$ cat src/rtl/adc_control_param.sv
// SAR ADC conversion sequencer: MSB steps decided in one cycle, trailing LSB steps majority-averaged.
// Define ADC_CTRL_SINGLE_SHOT_EN to add start_in and rest in IDLE between conversions.
module adc_control_param #(
    parameter int MATRIX_BITS   = 12,
    parameter int AVG_BITS      = 4,
    parameter int MAX_AVG_LOG2  = 5,
    parameter int SAMPLE_CYCLES = 1
) (
    input  logic                   clk,
    input  logic                   rst_n,
    input  logic                   comparator_in,
    input  logic [2:0]             avg_control_in,
`ifdef ADC_CTRL_SINGLE_SHOT_EN
    input  logic                   start_in,
`endif
    output logic                   sample_out,
    output logic                   sample_out_n,
    output logic                   enable_loop_out,
    output logic                   conv_finished_strobe_out,
    output logic [MATRIX_BITS-1:0] pswitch_out,
    output logic [MATRIX_BITS-1:0] nswitch_out,
    output logic [MATRIX_BITS-1:0] result_out,
    output logic [2:0]             state_dbg_out
);

    localparam int BIT_W  = $clog2(MATRIX_BITS);
    localparam int CNT_W  = MAX_AVG_LOG2 + 1;
    localparam int SCNT_W = (SAMPLE_CYCLES > 1) ? $clog2(SAMPLE_CYCLES) : 1;

`ifdef ADC_CTRL_SINGLE_SHOT_EN
    typedef enum logic [2:0] {
        S_IDLE    = 3'd0,
        S_SAMPLE  = 3'd1,
        S_CONVERT = 3'd2,
        S_AVERAGE = 3'd3,
        S_DONE    = 3'd4
    } state_t;
    localparam state_t RESET_STATE  = S_IDLE;
    localparam logic   RESET_SAMPLE = 1'b0;
`else
    typedef enum logic [2:0] {
        S_SAMPLE  = 3'd1,
        S_CONVERT = 3'd2,
        S_AVERAGE = 3'd3,
        S_DONE    = 3'd4
    } state_t;
    localparam state_t RESET_STATE  = S_SAMPLE;
    localparam logic   RESET_SAMPLE = 1'b1;
`endif

    state_t                 r_state;
    logic                   r_sample;
    logic                   r_enable;
    logic                   r_strobe;
    logic [MATRIX_BITS-1:0] r_pswitch;
    logic [MATRIX_BITS-1:0] r_nswitch;
    logic [MATRIX_BITS-1:0] r_result;
    logic [MATRIX_BITS-1:0] r_decided;
    logic [BIT_W-1:0]       r_bit;
    logic [SCNT_W-1:0]      r_sample_cnt;
    logic [CNT_W-1:0]       r_rep_cnt;
    logic [CNT_W-1:0]       r_ones;
    logic [2:0]             r_avg_l;

    logic [2:0]             w_avg_clamped;
    logic [CNT_W-1:0]       w_rep;
    logic [CNT_W-1:0]       w_thresh;
    logic [CNT_W-1:0]       w_ones_total;
    logic                   w_last_rep;
    logic                   w_avg_bit;
    logic                   w_dec_bit;
    logic [MATRIX_BITS-1:0] w_msb_mask;
    logic [MATRIX_BITS-1:0] w_bit_mask;
    logic [MATRIX_BITS-1:0] w_decided_next;
    logic [MATRIX_BITS-1:0] w_next_psw;

    assign w_avg_clamped = ({29'd0, avg_control_in} > MAX_AVG_LOG2) ? 3'(MAX_AVG_LOG2)
                                                                     : avg_control_in;
    assign w_rep        = CNT_W'(1) << r_avg_l;
    // A single repetition must follow the one decision rather than a zero threshold.
    assign w_thresh     = (r_avg_l == 3'd0) ? CNT_W'(1) : (w_rep >> 1);
    assign w_ones_total = r_ones + CNT_W'(comparator_in);
    assign w_last_rep   = (r_rep_cnt == (w_rep - CNT_W'(1)));
    assign w_avg_bit    = (w_ones_total >= w_thresh);
    assign w_dec_bit    = (r_state == S_AVERAGE) ? w_avg_bit : comparator_in;

    assign w_msb_mask     = {1'b1, {(MATRIX_BITS-1){1'b0}}};
    assign w_bit_mask     = {{(MATRIX_BITS-1){1'b0}}, 1'b1} << r_bit;
    assign w_decided_next = r_decided | (w_dec_bit ? w_bit_mask : '0);
    assign w_next_psw     = w_decided_next | (w_bit_mask >> 1);

    always_ff @(posedge clk or negedge rst_n) begin
        if (!rst_n) begin
            r_state      <= RESET_STATE;
            r_sample     <= RESET_SAMPLE;
            r_enable     <= 1'b0;
            r_strobe     <= 1'b0;
            r_pswitch    <= '0;
            r_nswitch    <= '0;
            r_result     <= '0;
            r_decided    <= '0;
            r_bit        <= '0;
            r_sample_cnt <= '0;
            r_rep_cnt    <= '0;
            r_ones       <= '0;
            r_avg_l      <= '0;
        end else begin
            case (r_state)
`ifdef ADC_CTRL_SINGLE_SHOT_EN
                S_IDLE: begin
                    if (start_in) begin
                        r_state      <= S_SAMPLE;
                        r_sample     <= 1'b1;
                        r_sample_cnt <= '0;
                    end
                end
`endif
                S_SAMPLE: begin
                    if (r_sample_cnt == '0) begin
                        r_avg_l <= w_avg_clamped;
                    end
                    if (r_sample_cnt == SCNT_W'(SAMPLE_CYCLES-1)) begin
                        r_state      <= S_CONVERT;
                        r_sample     <= 1'b0;
                        r_enable     <= 1'b1;
                        r_bit        <= BIT_W'(MATRIX_BITS-1);
                        r_decided    <= '0;
                        r_pswitch    <= w_msb_mask;
                        r_nswitch    <= ~w_msb_mask;
                        r_sample_cnt <= '0;
                    end else begin
                        r_sample_cnt <= r_sample_cnt + SCNT_W'(1);
                    end
                end
                S_CONVERT: begin
                    r_decided <= w_decided_next;
                    r_pswitch <= w_next_psw;
                    r_nswitch <= ~w_next_psw;
                    r_bit     <= r_bit - BIT_W'(1);
                    if (r_bit == BIT_W'(AVG_BITS)) begin
                        r_state   <= S_AVERAGE;
                        r_rep_cnt <= '0;
                        r_ones    <= '0;
                    end
                end
                S_AVERAGE: begin
                    if (w_last_rep) begin
                        r_decided <= w_decided_next;
                        r_rep_cnt <= '0;
                        r_ones    <= '0;
                        if (r_bit == '0) begin
                            r_state   <= S_DONE;
                            r_result  <= w_decided_next;
                            r_strobe  <= 1'b1;
                            r_enable  <= 1'b0;
                            r_pswitch <= '0;
                            r_nswitch <= '0;
                        end else begin
                            r_bit     <= r_bit - BIT_W'(1);
                            r_pswitch <= w_next_psw;
                            r_nswitch <= ~w_next_psw;
                        end
                    end else begin
                        r_rep_cnt <= r_rep_cnt + CNT_W'(1);
                        r_ones    <= w_ones_total;
                    end
                end
                S_DONE: begin
                    r_strobe  <= 1'b0;
                    r_decided <= '0;
`ifdef ADC_CTRL_SINGLE_SHOT_EN
                    r_state   <= S_IDLE;
`else
                    r_state   <= S_SAMPLE;
                    r_sample  <= 1'b1;
`endif
                end
                default: begin
                    r_state  <= RESET_STATE;
                    r_sample <= RESET_SAMPLE;
                end
            endcase
        end
    end

    assign sample_out               = r_sample;
    assign sample_out_n             = ~r_sample;
    assign enable_loop_out          = r_enable;
    assign conv_finished_strobe_out = r_strobe;
    assign pswitch_out              = r_pswitch;
    assign nswitch_out              = r_nswitch;
    assign result_out               = r_result;
    assign state_dbg_out            = r_state;

endmodule

$ cat config.mk
export PLATFORM = sky130hd
export DESIGN_NAME = adc_control_param
export DESIGN_NICKNAME = d
export VERILOG_FILES = /design/src/rtl/adc_control_param.sv
export SDC_FILE = /design/constraint.sdc
export NUM_CORES = 1
export LEC_CHECK = 0
export CORE_UTILIZATION = 50
export CTS_BUF_LIST = sky130_fd_sc_hd__clkbuf_4 sky130_fd_sc_hd__clkbuf_8
export CTS_CLUSTER_SIZE = 10
export DETAILED_ROUTE_END_ITERATION = 6
export GPL_TIMING_DRIVEN = 0
export PLACE_DENSITY = 0.76
export REMOVE_ABC_BUFFERS = 1
export SETUP_SLACK_MARGIN = 0.3
export SYNTH_ARGS = -nofsm -noshare
export SYNTH_HDL_FRONTEND = slang
export SYNTH_SLANG_ARGS = --single-unit
export TNS_END_PERCENT = 100
$ cat constraint.sdc
create_clock -name clk -period 3.6 [get_ports clk]
set_input_delay 0.72 -clock clk [delete_from_list [all_inputs] [get_ports clk]]
set_output_delay 0.72 -clock clk [all_outputs]
set_load 0.05 [all_outputs]
==> flow_summary.yaml <==
clocking:
  clk_pin_slew_ps: 80
  cts_tree: "yes"
  cts_hold_buf: 0
  cts_sinks: 73
  cts_made_buffers: 9
  cts.root.buffer_cell: "clkbuf_8"
  clkLatencyLatePin_ps: 360
  htreeDepth: 3
  clockBufferDepth: 2
route:
  drc_errors: 0
  route.met2.wl_um: 4290
  drt-total-wl_um: 9010
  drtIter0Drc: 335
  dr.pass1.iters: 5
  drt-met1-wl_um: 4010
  wl_met3_um: 518
  wl_per_cell_um: 17.3
  ant_nets: 0
  topRoutingLayerUsed: "met4"
  routed_via_density: 6.05
  vias: 3158
die:
  io_pins: 49
  initial_core_util_pct: 51.6
  rows: 31
  die_w_um: 88.3
  core_area_mm2: 0.00721
  dieArea_mm2: 0.00780
  die_y_um: 88.3
sta:
  hold_viol_final: 0
  worstMarginPinSlew_ps: 1090
  finalCritPeriodShare_pct: 88.1
  clock_skew_ps: 10.7
  slew-limit-headroom_pct: 27.0
  hold_slack_ps: 352
  slew_viol_final: 0
  fin_setup_tns_ps: 0
  rsz0062_at_grt: "true"
  fmax_ghz: 0.315
  period_needed_ps: 3170
  setup_viol: 0
placement:
  dpl_cell_area_mm2: 0.00422
  hpwlAfterDp_um: 5550
  port_buffers: 48
  routabilityCongestion: 0.812
synth:
  synth_area_mm2: 0.00372
  yosys_warnings: 0
  synth_edf_count: 0
  syn_inst: 371
  yosysSeqAreaShare_pct: 49.1
  synth_seq_cells: 73
  ys_async_sr_fraction_pct: 100
  synthFlopType: "dfrtp_1"
  syn_avg_cell_area_um2: 10.0
  ys_types: 59
cells_and_area:
  layout-drive-gt1-share_pct: 14.7
  nets: 439
  finalInstanceArea_mm2: 0.00466
  syn_to_final_growth_pct: 25.2
  num_antenna_cells: 0
run_status:
  outcome: "completed"
critical_path:
  path_class: "reg2reg"
  worstReg2RegStart: "r_avg_l[1]"
  cp.arrival_ps: 3420
  end_kind: "flip-flop"
  start_kind: "flip-flop"
  crit_fanout: 11
  reg2reg_depth: 12
  worst_ep_required_time_ps: 3850
  startpoint: "r_avg_l[1]"
global_route:
  grt_pass1_wl_um: 14400
  globalRoute.totalOverflow: 0
  grt_pass1_vias: 2949
  grt_use_total_pct: 24.2
  antenna_found_initial: 0
  grt_start_max_net_pins: 74
min_path:
  min_path_type: "in2async"
run:
  cap_violations: 0
cells in the mapped netlist, drive strengths merged, types with 2 or more instances:
cell type | instances | area share [%]
nor3 | 5 | 0.67
a2111oi | 2 | 0.64
nor2 | 32 | 3.5
or3 | 5 | 0.84
dfstp | 2 | 1.4
nor2b | 6 | 1.0
o21a | 3 | 0.60
ha | 15 | 5.0
a22o | 14 | 3.3
nand2b | 4 | 0.67
dfrtp | 71 | 48
nand2 | 49 | 5.0
mux2 | 2 | 0.60
o21ai | 28 | 4.3
a211oi | 3 | 0.60
xor2 | 4 | 0.94
a31oi | 24 | 4.2
nand3 | 8 | 1.2
clkbuf | 6 | 0.60
inv | 12 | 1.2
and3 | 4 | 0.67
buf | 16 | 3.0
a21o | 4 | 0.81
a32o | 7 | 1.9
a21oi | 18 | 2.5
xnor2 | 4 | 0.94
o22a | 5 | 1.2
worst max-delay path, cell delays in order, from the launching register on:
cell and delay (ps):
dfrtp_2 490, nor3_4 230, inv_1 60, ha_1 240
inv_1 110, ha_1 230, nand2b_1 130, a2111oi_1 460
or3_4 220, a31oi_4 120, buf_12 180, a311o_1 380
a22o_1 200
state kept, by name, indices dropped and copies added (netlist names):
signal / cells
conv_finished_strobe_out: 1
enable_loop_out: 1
nswitch_out: 12
pswitch_out: 12
r_avg_l: 3
r_bit: 4
r_decided: 12
r_ones: 6
r_rep_cnt: 6
result_out: 12
sample_out: 1
state_dbg_out: 3
area by class of cell:
type                    count  area (µm²)
well taps                  99         124
flip-flops and latches     73        1830
clock buffers              10         131
multi-input cells         264        1810
fillers                   580        2550
inverters                  12        45.0
clock inverters             6         115
repair buffers             58         604
worst paths after layout:
kind | to | slack (ps)
min reg2reg | sample_out | 480
max | pswitch_out[3] | 430
min in group clk | sample_out | 480
max reg2reg | pswitch_out[3] | 430
max in group asynchronous | sample_out | 2890
min | pswitch_out[8] | 350
layout by cell type (no fill, tap or decap), drive strengths merged, types with 2 or more instances in the layout:
cell and n:
dfrtp 71, nand2 49, clkdlybuf4s50 46, nor2 32, o21ai 28, a31oi 24, a21oi 18, ha 15
a22o 14, inv 13, buf 11, clkbuf 10, nand3 8, a32o 7, nor2b 6, o22a 5
or3 5, nor3 5, xor2 4, and3 4, xnor2 4, nand2b 4, a21o 4, a211oi 3
bufinv 3, o21a 3, dfstp 2, a2111oi 2, mux2 2
kinds of logic (layout without fill, tap and decap cells):
group / after synthesis / in the layout / synth area share, %
compound gates: 119 / 119 / 23.3
xor+xnor: 8 / 8 / 1.88
fa+ha+maj: 15 / 15 / 5.04
buf+inv: 34 / 86 / 4.80
flops: 73 / 73 / 49.1
mux: 2 / 2 / 0.605
simple gates: 120 / 120 / 15.3
what timing repair did:
action                     4_1_cts  5_1_grt
cloned                           0        0
setup endpoints to repair       51       53
resized for setup                6       19
pin swaps                        3        3
buffers inserted                 8        1
metal layers:
layer	up-vias	GRT usage [%]
met3	20	3.64
met5	-	1.95
met4	0	11.0
li1	1437	-
met1	1572	34.1
met2	129	36.9
metrics by stage:
stage	instances	worst slack, ps	utilization (%)
floorplan	349	413	-
global placement	496	-685	58.2
detailed placement	497	-529	58.5
CTS	521	301	63.5
global route	522	252	64.6
finish	522	427	64.6
Power is left out: the tool's default activity adds up to more than one toggle a clock period on the data nets, which glitch-free logic cannot reach.
==> variant: new RTL, config.mk and constraints unchanged <==
The parameter `MAX_AVG_LOG2` goes from 5 to 6.
--- a/src/rtl/adc_control_param.sv
+++ b/src/rtl/adc_control_param.sv
@@ -3,7 +3,7 @@
 module adc_control_param #(
     parameter int MATRIX_BITS   = 12,
     parameter int AVG_BITS      = 4,
-    parameter int MAX_AVG_LOG2  = 5,
+    parameter int MAX_AVG_LOG2  = 6,
     parameter int SAMPLE_CYCLES = 1
 ) (
     input  logic                   clk,
Behaviour: same outputs for any inputs over 10 cycles, from zero or initial values and one cycle with rst_n low; that may be too few to reach the edited logic, so the function may still have changed.
==> variant against the unedited design <==
Wire length rose by 29%; utilization rose by 2.3 points; sequential cell count rose by 2; design area rose by 12%; count of clock-buffer cells in the layout fell by 1; critical path depth rose by 1; via count rose by 21%; setup slack got worse by 0.070 ns; first-iteration DRC count rose by 18%; synthesized area rose by 9.6%; highest routed layer unchanged.
==> variant: results (changes against the unedited design) <==
stage	metric	value	unit	change
worst_setup_path	R2R cell count	8		was 12
placement	RePlAce Congestion	0.8499		was 0.8124
detailed_routing	DR WL/cell	19.09	um	was 17.27 um
placement	DP Area	0.004597	mm2	was 0.004220 mm2
global_routing	pin count of the biggest net entering global routing	41		was 74
logic_synthesis	Synth cell types	54		was 59
worst_setup_path	FF-to-FF End	nswitch_out[9]		was pswitch_out[3]
global_routing	vias in the first global route	3433		was 2,949
placement	post-DP HPWL	6794	um	was 5549 um
final_layout	Final nets	526		was 439
logic_synthesis	xor/xnor share of the synthesized area	1.501	%	was 1.881%
worst_setup_path	worst-path maximum fanout	6		was 11
logic_synthesis	register area share after synthesis	46.02	%	was 49.11%
logic_synthesis	adder-cell share of the synthesized area	5.208	%	was 5.039%
logic_synthesis	Post-synth top cells	dfrtp_1 (73), nand2_1 (65), a21oi_1 (41)		was dfrtp_1 (71), nand2_1 (48), nor2_1 (30)
worst_setup_path	WP data arrival	3.47	ns	was 3.42 ns
logic_synthesis	mux cell area share after synthesis	0.7353	%	was 0.6046%
detailed_routing	DRT iter0 DRCs	394		was 335
global_routing	first-pass GRT wire length	17950	um	was 14,360 um
global_routing	grt met3 use	5.255	%	was 3.638%
logic_synthesis	syn avg cell area	9.157	um2	was 10.04 um2
global_routing	GRT Total Usage	27.25	%	was 24.19%
final_layout	final non-filler cell total	610		was 522
placement	Place WS	-0.6731	ns	was -0.5294 ns
worst_setup_path	r2r startpoint	r_avg_l[2]		was r_avg_l[1]
logic_synthesis	Area contributors post-synth	dfrtp_1 (45%), nand2_1 (6.0%), ha_1 (5.2%), a21oi_1 (5.0%), o21ai_0 (4.8%)		was dfrtp_1 (48%), ha_1 (5.0%), nand2_1 (4.8%), a31oi_1 (3.9%), a22o_1 (3.3%)
timing	Hold WS	0.3148	ns	was 0.3517 ns
timing	slew margin rel.	41.04	%	was 26.99%
timing	Worst Skew	0.01396	ns	was 0.01075 ns
detailed_routing	DR vias/cell	6.261		was 6.050
global_routing	GRT met1 Usage	38.40	%	was 34.08%
outcome	status	finished, final reports clean		unchanged
worst_setup_path	Critical Path Slowest Stage Cell	a211oi_1		was dfrtp_2
worst_setup_path	r2r setup slk	0.36	ns	was 0.43 ns
placement	Placed Cells	572		was 497
-- variant: changes by cell type in the layout (fill, tap and decap cells not counted), sizes merged, moves of 8 or more --
cell | before | now
a211o | 0 | 9
o21ai | 28 | 44
a31oi | 24 | 5
a21oi | 18 | 44
nand3 | 8 | 16
and2 | 0 | 9
nand2 | 49 | 65
-- variant: what timing repair did --
item | CTS | global route
cloned | 5 | 1
endpoints found under the setup margin | 67 | 59
gates resized for setup | 26 | 17
setup buffers | 6 | 10
pin swaps | 6 | 5
endpoints found under the hold margin | 0 | 0
-- variant: critical path, delay by kind of cell --
kind,cells,cell delay [ns]
AND/OR/NAND/NOR,1,0.12
XOR/XNOR,1,0.16
adder cells (fa/ha/maj),3,0.69
buffers and inverters,2,0.40
AO/OA/AOI/OAI,6,1.37
-- variant: power by group --
group	internal (mW)	total, mW	switching, mW
sequential	1.16	1.49	0.329
clock	0.397	0.744	0.348
combinational	1.24	3.27	2.03
-- variant: layout make-up --
cell class,instances,area [um2]
Fill cell,605,2579
Multi-Input combinational cell,338,2276
Sequential cell,75,1886
Timing Repair Buffer,66,668.1
Tap cell,102,127.6
Clock buffer,9,123.9
Clock inverter,7,98.84
Inverter,13,48.80
-- variant: worst max-delay path by stage --
stage	cells after the start	startpoint	to	slack, ns
detailed placement	12	comparator_in	nswitch_out[7]	-0.67
CTS	8	r_avg_l[1]	nswitch_out[0]	0.32
global placement	12	comparator_in	nswitch_out[7]	-1.25
finish	13	comparator_in	pswitch_out[2]	0.36
floorplan	11	comparator_in	nswitch_out[3]	0.06
global route	13	comparator_in	pswitch_out[2]	0.25
-- variant: per-layer routing --
metal	wire length [um]	part of all wire, %	vias up
li1	-	-	1730
met1	4962	43	1861
met2	5484	47	195
met3	893	7.7	33
met4	301	2.6	0
met5	0	0	-
